## src/rtl/s2mm_pkg.sv

```systemverilog
// Shared definitions for the S2MM ring command scheduler:
// datamover command layout, status bits and scheduler states.
package s2mm_pkg;

  localparam int BTT_LSB  = 0;
  localparam int BTT_W    = 23;
  localparam int INCR_BIT = 23;
  localparam int EOF_BIT  = 30;
  localparam int ADDR_LSB = 32;
  localparam int TAG_LSB  = 64;

  localparam int STS_OKAY   = 7;
  localparam int STS_SLVERR = 6;
  localparam int STS_INTERR = 4;

  typedef enum logic [2:0] {
    S_IDLE,
    S_ISSUE,
    S_DRAIN,
    S_DONE,
    S_ERROR
  } state_t;

  typedef struct packed {
    logic [3:0]  rsvd;
    logic [3:0]  tag;
    logic [31:0] addr;
    logic        dre;
    logic        eof;
    logic [5:0]  drr;
    logic        incr;
    logic [22:0] btt;
  } dm_cmd_t;

  function automatic dm_cmd_t mk_cmd(
    input logic [31:0] addr,
    input logic [3:0]  tag,
    input logic [22:0] btt
  );
    logic [71:0] c;
    c = '0;
    c[BTT_LSB +: BTT_W] = btt;
    c[INCR_BIT]         = 1'b1;
    c[EOF_BIT]          = 1'b1;
    c[ADDR_LSB +: 32]   = addr;
    c[TAG_LSB +: 4]     = tag;
    return dm_cmd_t'(c);
  endfunction

endpackage

```

## src/rtl/s2mm_ring_cmd_sched_sts_checker.sv

```systemverilog
// In-order status checker: tracks the expected tag and the
// number of in-flight commands, and flags bad status words.
module s2mm_sts_checker
  import s2mm_pkg::*;
(
  input  logic       clk,
  input  logic       rst,
  input  logic       clr,
  input  logic       cmd_hs,
  input  logic       sts_valid,
  input  logic [7:0] sts_data,
  output logic [3:0] outst_o,
  output logic [3:0] outst_nxt_o,
  output logic       err_o,
  output logic [7:0] err_word_o
);

  logic [3:0] exp_tag_q, exp_tag_d;
  logic [3:0] outst_q, outst_d;
  logic       orphan;
  logic       sts_take;

  // A status with nothing in flight cannot be matched to a command
  assign orphan   = sts_valid && (outst_q == 4'd0) && !cmd_hs;
  assign sts_take = sts_valid && !orphan;

  always_comb begin
    exp_tag_d  = exp_tag_q;
    outst_d    = outst_q;
    err_o      = 1'b0;
    err_word_o = sts_data;
    if (orphan) begin
      err_o = 1'b1;
    end else if (sts_take) begin
      exp_tag_d = exp_tag_q + 4'd1;
      if (!sts_data[STS_OKAY] ||
          |sts_data[STS_SLVERR:STS_INTERR]) begin
        err_o = 1'b1;
      end else if (sts_data[3:0] != exp_tag_q) begin
        err_o      = 1'b1;
        err_word_o = {4'h0, exp_tag_q};
      end
    end
    case ({cmd_hs, sts_take})
      2'b10:   outst_d = outst_q + 4'd1;
      2'b01:   outst_d = outst_q - 4'd1;
      default: outst_d = outst_q;
    endcase
  end

  always_ff @(posedge clk or posedge rst) begin
    if (rst) begin
      exp_tag_q <= '0;
      outst_q   <= '0;
    end else if (clr) begin
      exp_tag_q <= '0;
      outst_q   <= '0;
    end else begin
      exp_tag_q <= exp_tag_d;
      outst_q   <= outst_d;
    end
  end

  assign outst_o     = outst_q;
  assign outst_nxt_o = outst_d;

endmodule

```

## src/rtl/s2mm_ring_cmd_sched.sv

```systemverilog
// S2MM datamover command scheduler: chunks a capture buffer into
// fixed-size commands, single pass or as a wrapping ring.
module s2mm_ring_cmd_sched
  import s2mm_pkg::*;
#(
  parameter int CHUNK_BYTES     = 4096,
  parameter int MAX_OUTSTANDING = 4,
  parameter int ADDR_W          = 32
) (
  input  logic              clk,
  input  logic              rst,
  input  logic              start,
  input  logic              stop,
  input  logic              soft_reset,
  input  logic              continuous,
  input  logic [ADDR_W-1:0] base_addr,
  input  logic [31:0]       buf_size,
  output logic [71:0]       cmd_tdata,
  output logic              cmd_tvalid,
  input  logic              cmd_tready,
  input  logic [7:0]        sts_tdata,
  input  logic              sts_tvalid,
  output logic              sts_tready,
  output logic              busy,
  output logic              done,
  output logic              err,
  output logic              cfg_err,
  output logic [7:0]        err_status,
  output logic [ADDR_W-1:0] cur_addr,
  output logic [7:0]        wrap_count,
  output logic [3:0]        outstanding
);

  localparam int XW = (ADDR_W > 32 ? ADDR_W : 32) + 1;
  localparam logic [31:0]       SMASK = 32'(CHUNK_BYTES - 1);
  localparam logic [ADDR_W-1:0] AMASK = ADDR_W'(CHUNK_BYTES - 1);

  state_t            state_q, state_d;
  logic [ADDR_W-1:0] base_q, base_d;
  logic [31:0]       size_q, size_d;
  logic              cont_q, cont_d;
  logic [ADDR_W-1:0] addr_q, addr_d;
  logic [ADDR_W-1:0] cur_addr_q, cur_addr_d;
  logic [7:0]        wrap_q, wrap_d;
  logic [3:0]        tag_q, tag_d;
  logic              tvalid_q, tvalid_d;
  logic              done_q, done_d;
  logic              err_q, err_d;
  logic              cfg_err_q, cfg_err_d;
  logic [7:0]        err_status_q, err_status_d;
  logic              stop_pend_q, stop_pend_d;

  logic          cmd_hs;
  logic          cfg_bad;
  logic [XW-1:0] nxt_addr;
  logic [XW-1:0] end_addr;
  logic          wrap_now;
  logic          last_hs;
  logic          stop_req;
  logic          can_issue;
  logic          sts_err;
  logic [7:0]    sts_word;
  logic [3:0]    outst;
  logic [3:0]    outst_nxt;
  dm_cmd_t       cmd;

  s2mm_sts_checker u_chk (
    .clk         (clk),
    .rst         (rst),
    .clr         (soft_reset),
    .cmd_hs      (cmd_hs),
    .sts_valid   (sts_tvalid),
    .sts_data    (sts_tdata),
    .outst_o     (outst),
    .outst_nxt_o (outst_nxt),
    .err_o       (sts_err),
    .err_word_o  (sts_word)
  );

  assign cmd_hs    = tvalid_q & cmd_tready;
  assign cfg_bad   = (buf_size == 32'd0) ||
                     |(buf_size & SMASK) ||
                     |(base_addr & AMASK);
  assign nxt_addr  = XW'(addr_q) + XW'(CHUNK_BYTES);
  assign end_addr  = XW'(base_q) + XW'(size_q);
  assign wrap_now  = nxt_addr >= end_addr;
  assign last_hs   = cmd_hs && wrap_now && !cont_q;
  assign stop_req  = stop | stop_pend_q;
  assign can_issue = outst_nxt < 4'(MAX_OUTSTANDING);

  always_comb begin
    state_d      = state_q;
    base_d       = base_q;
    size_d       = size_q;
    cont_d       = cont_q;
    addr_d       = addr_q;
    cur_addr_d   = cur_addr_q;
    wrap_d       = wrap_q;
    tag_d        = tag_q;
    tvalid_d     = tvalid_q & ~cmd_hs;
    done_d       = done_q;
    err_d        = err_q;
    cfg_err_d    = cfg_err_q;
    err_status_d = err_status_q;
    stop_pend_d  = stop_pend_q;
    if (cmd_hs) begin
      cur_addr_d = addr_q;
      tag_d      = tag_q + 4'd1;
      addr_d     = wrap_now ? base_q : ADDR_W'(nxt_addr);
      if (wrap_now) wrap_d = wrap_q + 8'd1;
    end
    if (sts_err) begin
      state_d = S_ERROR;
      err_d   = 1'b1;
      if (!err_q) err_status_d = sts_word;
    end else begin
      unique case (state_q)
        S_IDLE, S_DONE: begin
          if (start) begin
            base_d = base_addr;
            size_d = buf_size;
            cont_d = continuous;
            if (cfg_bad) begin
              cfg_err_d = 1'b1;
            end else begin
              cfg_err_d   = 1'b0;
              done_d      = 1'b0;
              wrap_d      = '0;
              stop_pend_d = 1'b0;
              addr_d      = base_addr;
              state_d     = S_ISSUE;
            end
          end
        end
        S_ISSUE: begin
          // A pending command must handshake before we stop issuing
          if (last_hs || (stop_req && (!tvalid_q || cmd_hs))) begin
            state_d = S_DRAIN;
          end else begin
            stop_pend_d = stop_req;
            if ((!tvalid_q || cmd_hs) && can_issue) tvalid_d = 1'b1;
          end
        end
        S_DRAIN: begin
          if (outst == 4'd0) begin
            state_d = S_DONE;
            done_d  = 1'b1;
          end
        end
        S_ERROR: begin
        end
        default: begin
        end
      endcase
    end
  end

  always_ff @(posedge clk or posedge rst) begin
    if (rst) begin
      state_q      <= S_IDLE;
      base_q       <= '0;
      size_q       <= '0;
      cont_q       <= 1'b0;
      addr_q       <= '0;
      cur_addr_q   <= '0;
      wrap_q       <= '0;
      tag_q        <= '0;
      tvalid_q     <= 1'b0;
      done_q       <= 1'b0;
      err_q        <= 1'b0;
      cfg_err_q    <= 1'b0;
      err_status_q <= '0;
      stop_pend_q  <= 1'b0;
    end else if (soft_reset) begin
      state_q      <= S_IDLE;
      base_q       <= '0;
      size_q       <= '0;
      cont_q       <= 1'b0;
      addr_q       <= '0;
      cur_addr_q   <= '0;
      wrap_q       <= '0;
      tag_q        <= '0;
      tvalid_q     <= 1'b0;
      done_q       <= 1'b0;
      err_q        <= 1'b0;
      cfg_err_q    <= 1'b0;
      err_status_q <= '0;
      stop_pend_q  <= 1'b0;
    end else begin
      state_q      <= state_d;
      base_q       <= base_d;
      size_q       <= size_d;
      cont_q       <= cont_d;
      addr_q       <= addr_d;
      cur_addr_q   <= cur_addr_d;
      wrap_q       <= wrap_d;
      tag_q        <= tag_d;
      tvalid_q     <= tvalid_d;
      done_q       <= done_d;
      err_q        <= err_d;
      cfg_err_q    <= cfg_err_d;
      err_status_q <= err_status_d;
      stop_pend_q  <= stop_pend_d;
    end
  end

  assign cmd        = mk_cmd(32'(addr_q), tag_q, 23'(CHUNK_BYTES));
  assign cmd_tdata  = cmd;
  assign cmd_tvalid = tvalid_q;
  assign sts_tready = 1'b1;
  assign busy       = (state_q == S_ISSUE) || (state_q == S_DRAIN);
  assign done       = done_q;
  assign err        = err_q;
  assign cfg_err    = cfg_err_q;
  assign err_status = err_status_q;
  assign cur_addr   = cur_addr_q;
  assign wrap_count = wrap_q;
  assign outstanding = outst;

endmodule

```

## config.mk

```make
export PLATFORM = sky130hd
export DESIGN_NAME = s2mm_ring_cmd_sched
export DESIGN_NICKNAME = d
export VERILOG_FILES = /design/src/rtl/s2mm_pkg.sv /design/src/rtl/s2mm_ring_cmd_sched_sts_checker.sv /design/src/rtl/s2mm_ring_cmd_sched.sv
export SDC_FILE = /design/constraint.sdc
export NUM_CORES = 1
export LEC_CHECK = 0
export BUFFER_PORTS_ARGS = -buffer_cell sky130_fd_sc_hd__buf_2
export CORE_MARGIN = 2
export CORE_UTILIZATION = 25
export CTS_BUF_LIST = sky130_fd_sc_hd__clkbuf_4
export CTS_CLUSTER_SIZE = 14
export DETAILED_ROUTE_END_ITERATION = 8
export MAX_ROUTING_LAYER = met4
export PLACE_DENSITY = 0.49
export SLEW_MARGIN = 20
export SYNTH_ARGS = -nofsm -noshare
export SYNTH_HDL_FRONTEND = slang
export SYNTH_SLANG_ARGS = --single-unit
export TNS_END_PERCENT = 30
```

## constraint.sdc

```tcl
create_clock -name clk -period 10.7 [get_ports clk]
set_clock_uncertainty 0.2 [all_clocks]
set_input_delay 1.07 -clock clk [delete_from_list [all_inputs] [get_ports clk]]
set_output_delay 1.07 -clock clk [all_outputs]
set_load 0.005 [all_outputs]
```

==> flow_metrics.py <==
metrics = {
    "die": {
        "dieHeight_um": 211,
        "die_area_mm2": 0.0445,
        "die_w_um": 211,
        "rows": 75,
        "ioPinCount": 210,
        "start_util": 0.254,
        "coreArea_mm2": 0.0421,
    },
    "job": {
        "drv_cap": 0,
    },
    "timing": {
        "period_share": 0.528,
        "fin_crit_ns": 5.65,
        "fmax_ghz": 0.177,
        "finalMaxSlewViolations": 0,
        "finalSetupViolations": 0,
        "rsz0062_at_grt": "false",
        "finalHoldViolations": 0,
        "max_slew.worst_pin.slew_ns": 1.03,
        "fin_tns_setup_ns": 0,
        "relSlewSlack": 0.314,
    },
    "global_route": {
        "overflow": 0,
        "groute.usage.overall": 0.168,
        "first_global_vias": 9274,
        "grt_max_degree": 106,
        "met2_usage": 0.247,
        "grt-busiest-layer": "met2",
        "antenna_found_initial": 11,
        "grt.met3_usage": 0.0395,
        "grt_use_met1": 0.227,
        "grt_pass1_wl_mm": 55.1,
    },
    "cts": {
        "ctsLongestPathBuffers": 2,
        "h-tree-depth": 4,
        "holdBufCountCts": 0,
        "ctsRootBufferMaster": "clkbuf_4",
        "cts_setup_buffers": 0,
        "cts.sinks": 165,
        "clkLatencyLatePin_ns": 0.73,
        "post_cts_resized": 0,
        "tritoncts": "done",
        "cts_buffers": 17,
        "clk_pin_slew_worst_paths_ns": 0.15,
    },
    "drt": {
        "drc": 0,
        "wl_per_cell_um": 18.3,
        "routed_via_density": 4.84,
        "antenna_left": 0,
        "drt_first_pass_iters": 5,
        "drt_iter0_markers": 724,
        "vias": 9492,
        "wl_mm": 35.9,
    },
    "yosys": {
        "synth_top_family_by_area": "simple AND/OR/NAND/NOR gates",
        "synth_fa_ha_area_frac": 0.0867,
        "yosys_warnings": 0,
        "synth_area_leader_cell": "dfrtp_1",
        "syn_avg_cell_area_um2": 8.45,
        "ys.flop_type": "dfrtp_1",
        "synth_cell_type_count": 75,
        "async_flop_share": 1.00,
        "synth.cell_area_mm2": 0.0107,
        "syn-instance-count": 1268,
        "synthMuxAreaShare": 0.00935,
        "synth_edf_count": 0,
        "ys_seq_area_frac": 0.386,
        "synth-compound-area-share": 0.190,
        "synth_area_leaders": "dfrtp_1 39%, nand2_1 9.6%, ha_1 8.3%",
        "synth_top_area_share": 0.386,
        "ys_seq_elements": 165,
        "synth_xor_area_frac": 0.0532,
        "synthSimpleGateAreaFrac": 0.210,
    },
    "final_layout": {
        "finalInstanceArea_mm2": 0.0121,
        "fin_util": 0.288,
        "area_growth_syn_to_layout_pct": 13.4,
        "num-nets-final": 1552,
        "drive_gt1_frac": 0.169,
    },
    "setup_path": {
        "r2r_slack_ns": 5.05,
        "cp-start-kind": "flop",
        "worst_setup_path_end_kind": "flop",
        "worstPathRequired_ns": 11.17,
        "cp_common_cell": "nand4_1",
        "max_stage_delay_ns": 0.54,
        "path_max_fanout": 14,
        "cp-startpoint": "base_q[0]$_DFFE_PP0P_",
        "path_class": "reg -> reg",
        "cp.arrival_ns": 6.11,
        "slowest_stage": "o311ai_4",
        "path_cells": "ha_1, fa_1, a211oi_1, o21bai_1, o211ai_1, nand4_1, nand4_1, o21a_1, a2111oi_0, a311oi_1, ha_1, nand4_1, nor2_1, nand2_1, o311ai_4, buf_4, o2111ai_1, or4_1, nand2_1",
        "r2r-start": "base_q[0]$_DFFE_PP0P_",
    },
    "power_and_ir_drop": {
        "peakVddDrop_mv": 0.0726,
        "p_leak_nw": 5.78,
        "power_w": 0.00127,
        "pwr_density_cell_mw_per_mm2": 105,
    },
    "place": {
        "gp_congestion": 0.875,
        "dpl-instance-area_mm2": 0.0119,
        "hpwlAfterDp_mm": 26.3,
        "io_buffer_count": 172,
    },
    "min_path": {
        "min_path_type": "in -> async",
    },
    "outcome": {
        "status": "complete, no violations",
    },
}
layer usage:
metal	part of all wire	vias to the layer above	wire, um
met5	0	-	0
met4	0.019	0	666
met3	0.059	39	2110
li1	-	4653	-
met2	0.44	269	15800
met1	0.48	4531	17300
layout by cell type, fill, tap and decap left out, types with 6 or more instances in the layout:
cell,n
conb_1,37
nor4_1,15
nor3_1,17
ha_1,71
and2_1,10
o21bai_1,9
xnor2_1,33
a21o_1,24
clkbuf_4,20
mux2i_1,10
nand3_1,34
and3_1,10
a21oi_1,158
o31ai_1,7
a31oi_1,6
xor2_1,32
o21ai_1,10
o21ai_0,17
o211ai_1,11
diode_2,13
nand4_1,22
dfrtp_1,165
inv_1,28
buf_2,171
buf_4,10
nand2_1,272
nor2_1,91
a211oi_1,18
a311oi_1,8
cells by family (layout without fill, tap and decap cells):
kind of cell | count (synthesis) | count (layout)
fa+ha+maj | 73 | 73
compound gates | 313 | 313
mux | 10 | 10
xor+xnor | 65 | 65
flops | 165 | 165
buf+inv | 133 | 240
other cells | 2 | 50
simple gates | 507 | 507
synth_stat cells, types with 11 or more instances:
cell,n
nand2_1,273
dfrtp_1,165
a21oi_1,158
nor2_1,91
ha_1,71
buf_4,40
clkbuf_1,39
nand3_1,34
xnor2_1,33
xor2_1,32
inv_1,29
a21o_1,24
nand4_1,22
a211oi_1,18
nor3_1,17
o21ai_0,17
buf_2,16
nor4_1,15
and2_1,11
o211ai_1,11
critical path: cells and delay by family, from the launching register on:
family	cells	cell delay, ns
buf+inv	1	0.33
flops	1	0.43
simple gates	7	1.60
compound gates	8	2.13
fa+ha+maj	3	0.87
state kept, by name, indices dropped and copies added (netlist names), 3 cells and up:
signal and flops:
size_q 32, err_status 8, cur_addr 32, u_chk.exp_tag_q 4, state_q 3, u_chk.outst_o 4
tag_q 4, addr_q 32, base_q 32, wrap_count 8
layout make-up:
cell class / instances / area [um2]
multi-input cells: 1005 / 6020
inverters: 29 / 116
diodes: 13 / 32.5
clock buffers: 20 / 150
well taps: 539 / 674
repair buffers: 181 / 931
flip-flops and latches: 165 / 4130
clock inverters: 10 / 86.3
fillers: 4548 / 30000
stage by stage:
| step | worst slack (ns) | hold slack [ns] | cells |
|---|---|---|---|
| 6_report | 5.05 | 0.293 | 1962 |
| 5_1_grt | 4.76 | 0.313 | 1960 |
| 4_1_cts | 5.10 | 0.251 | 1949 |
| 3_5_place_dp | 5.15 | 0.286 | 1919 |
| 3_3_place_gp | 5.30 | 0.270 | 1919 |
| 2_1_floorplan | 4.97 | 0.249 | 1303 |
path summary, 6_finish.rpt:
check                                                      end  cells after the start
worst min-delay path            u_chk.exp_tag_q[3]$_DFFE_PP0P_                      2
max in group asynchronous                base_q[9]$_DFFE_PP0P_                      3
min in group clk                       stop_pend_q$_DFFE_PP0P_                      2
worst max register to register         wrap_count[6]$_DFF_PP0_                     19
worst min register to register         stop_pend_q$_DFFE_PP0P_                      2
worst max-delay path                   wrap_count[6]$_DFF_PP0_                     19
report_power, final:
part | total, W | switching [W] | internal [W]
Clock | 0.000369 | 0.000252 | 0.000118
Combinational | 0.000238 | 0.000157 | 0.0000812
Sequential | 0.000663 | 0.0000208 | 0.000642
Note: power is estimated with default switching activity, not from simulation.
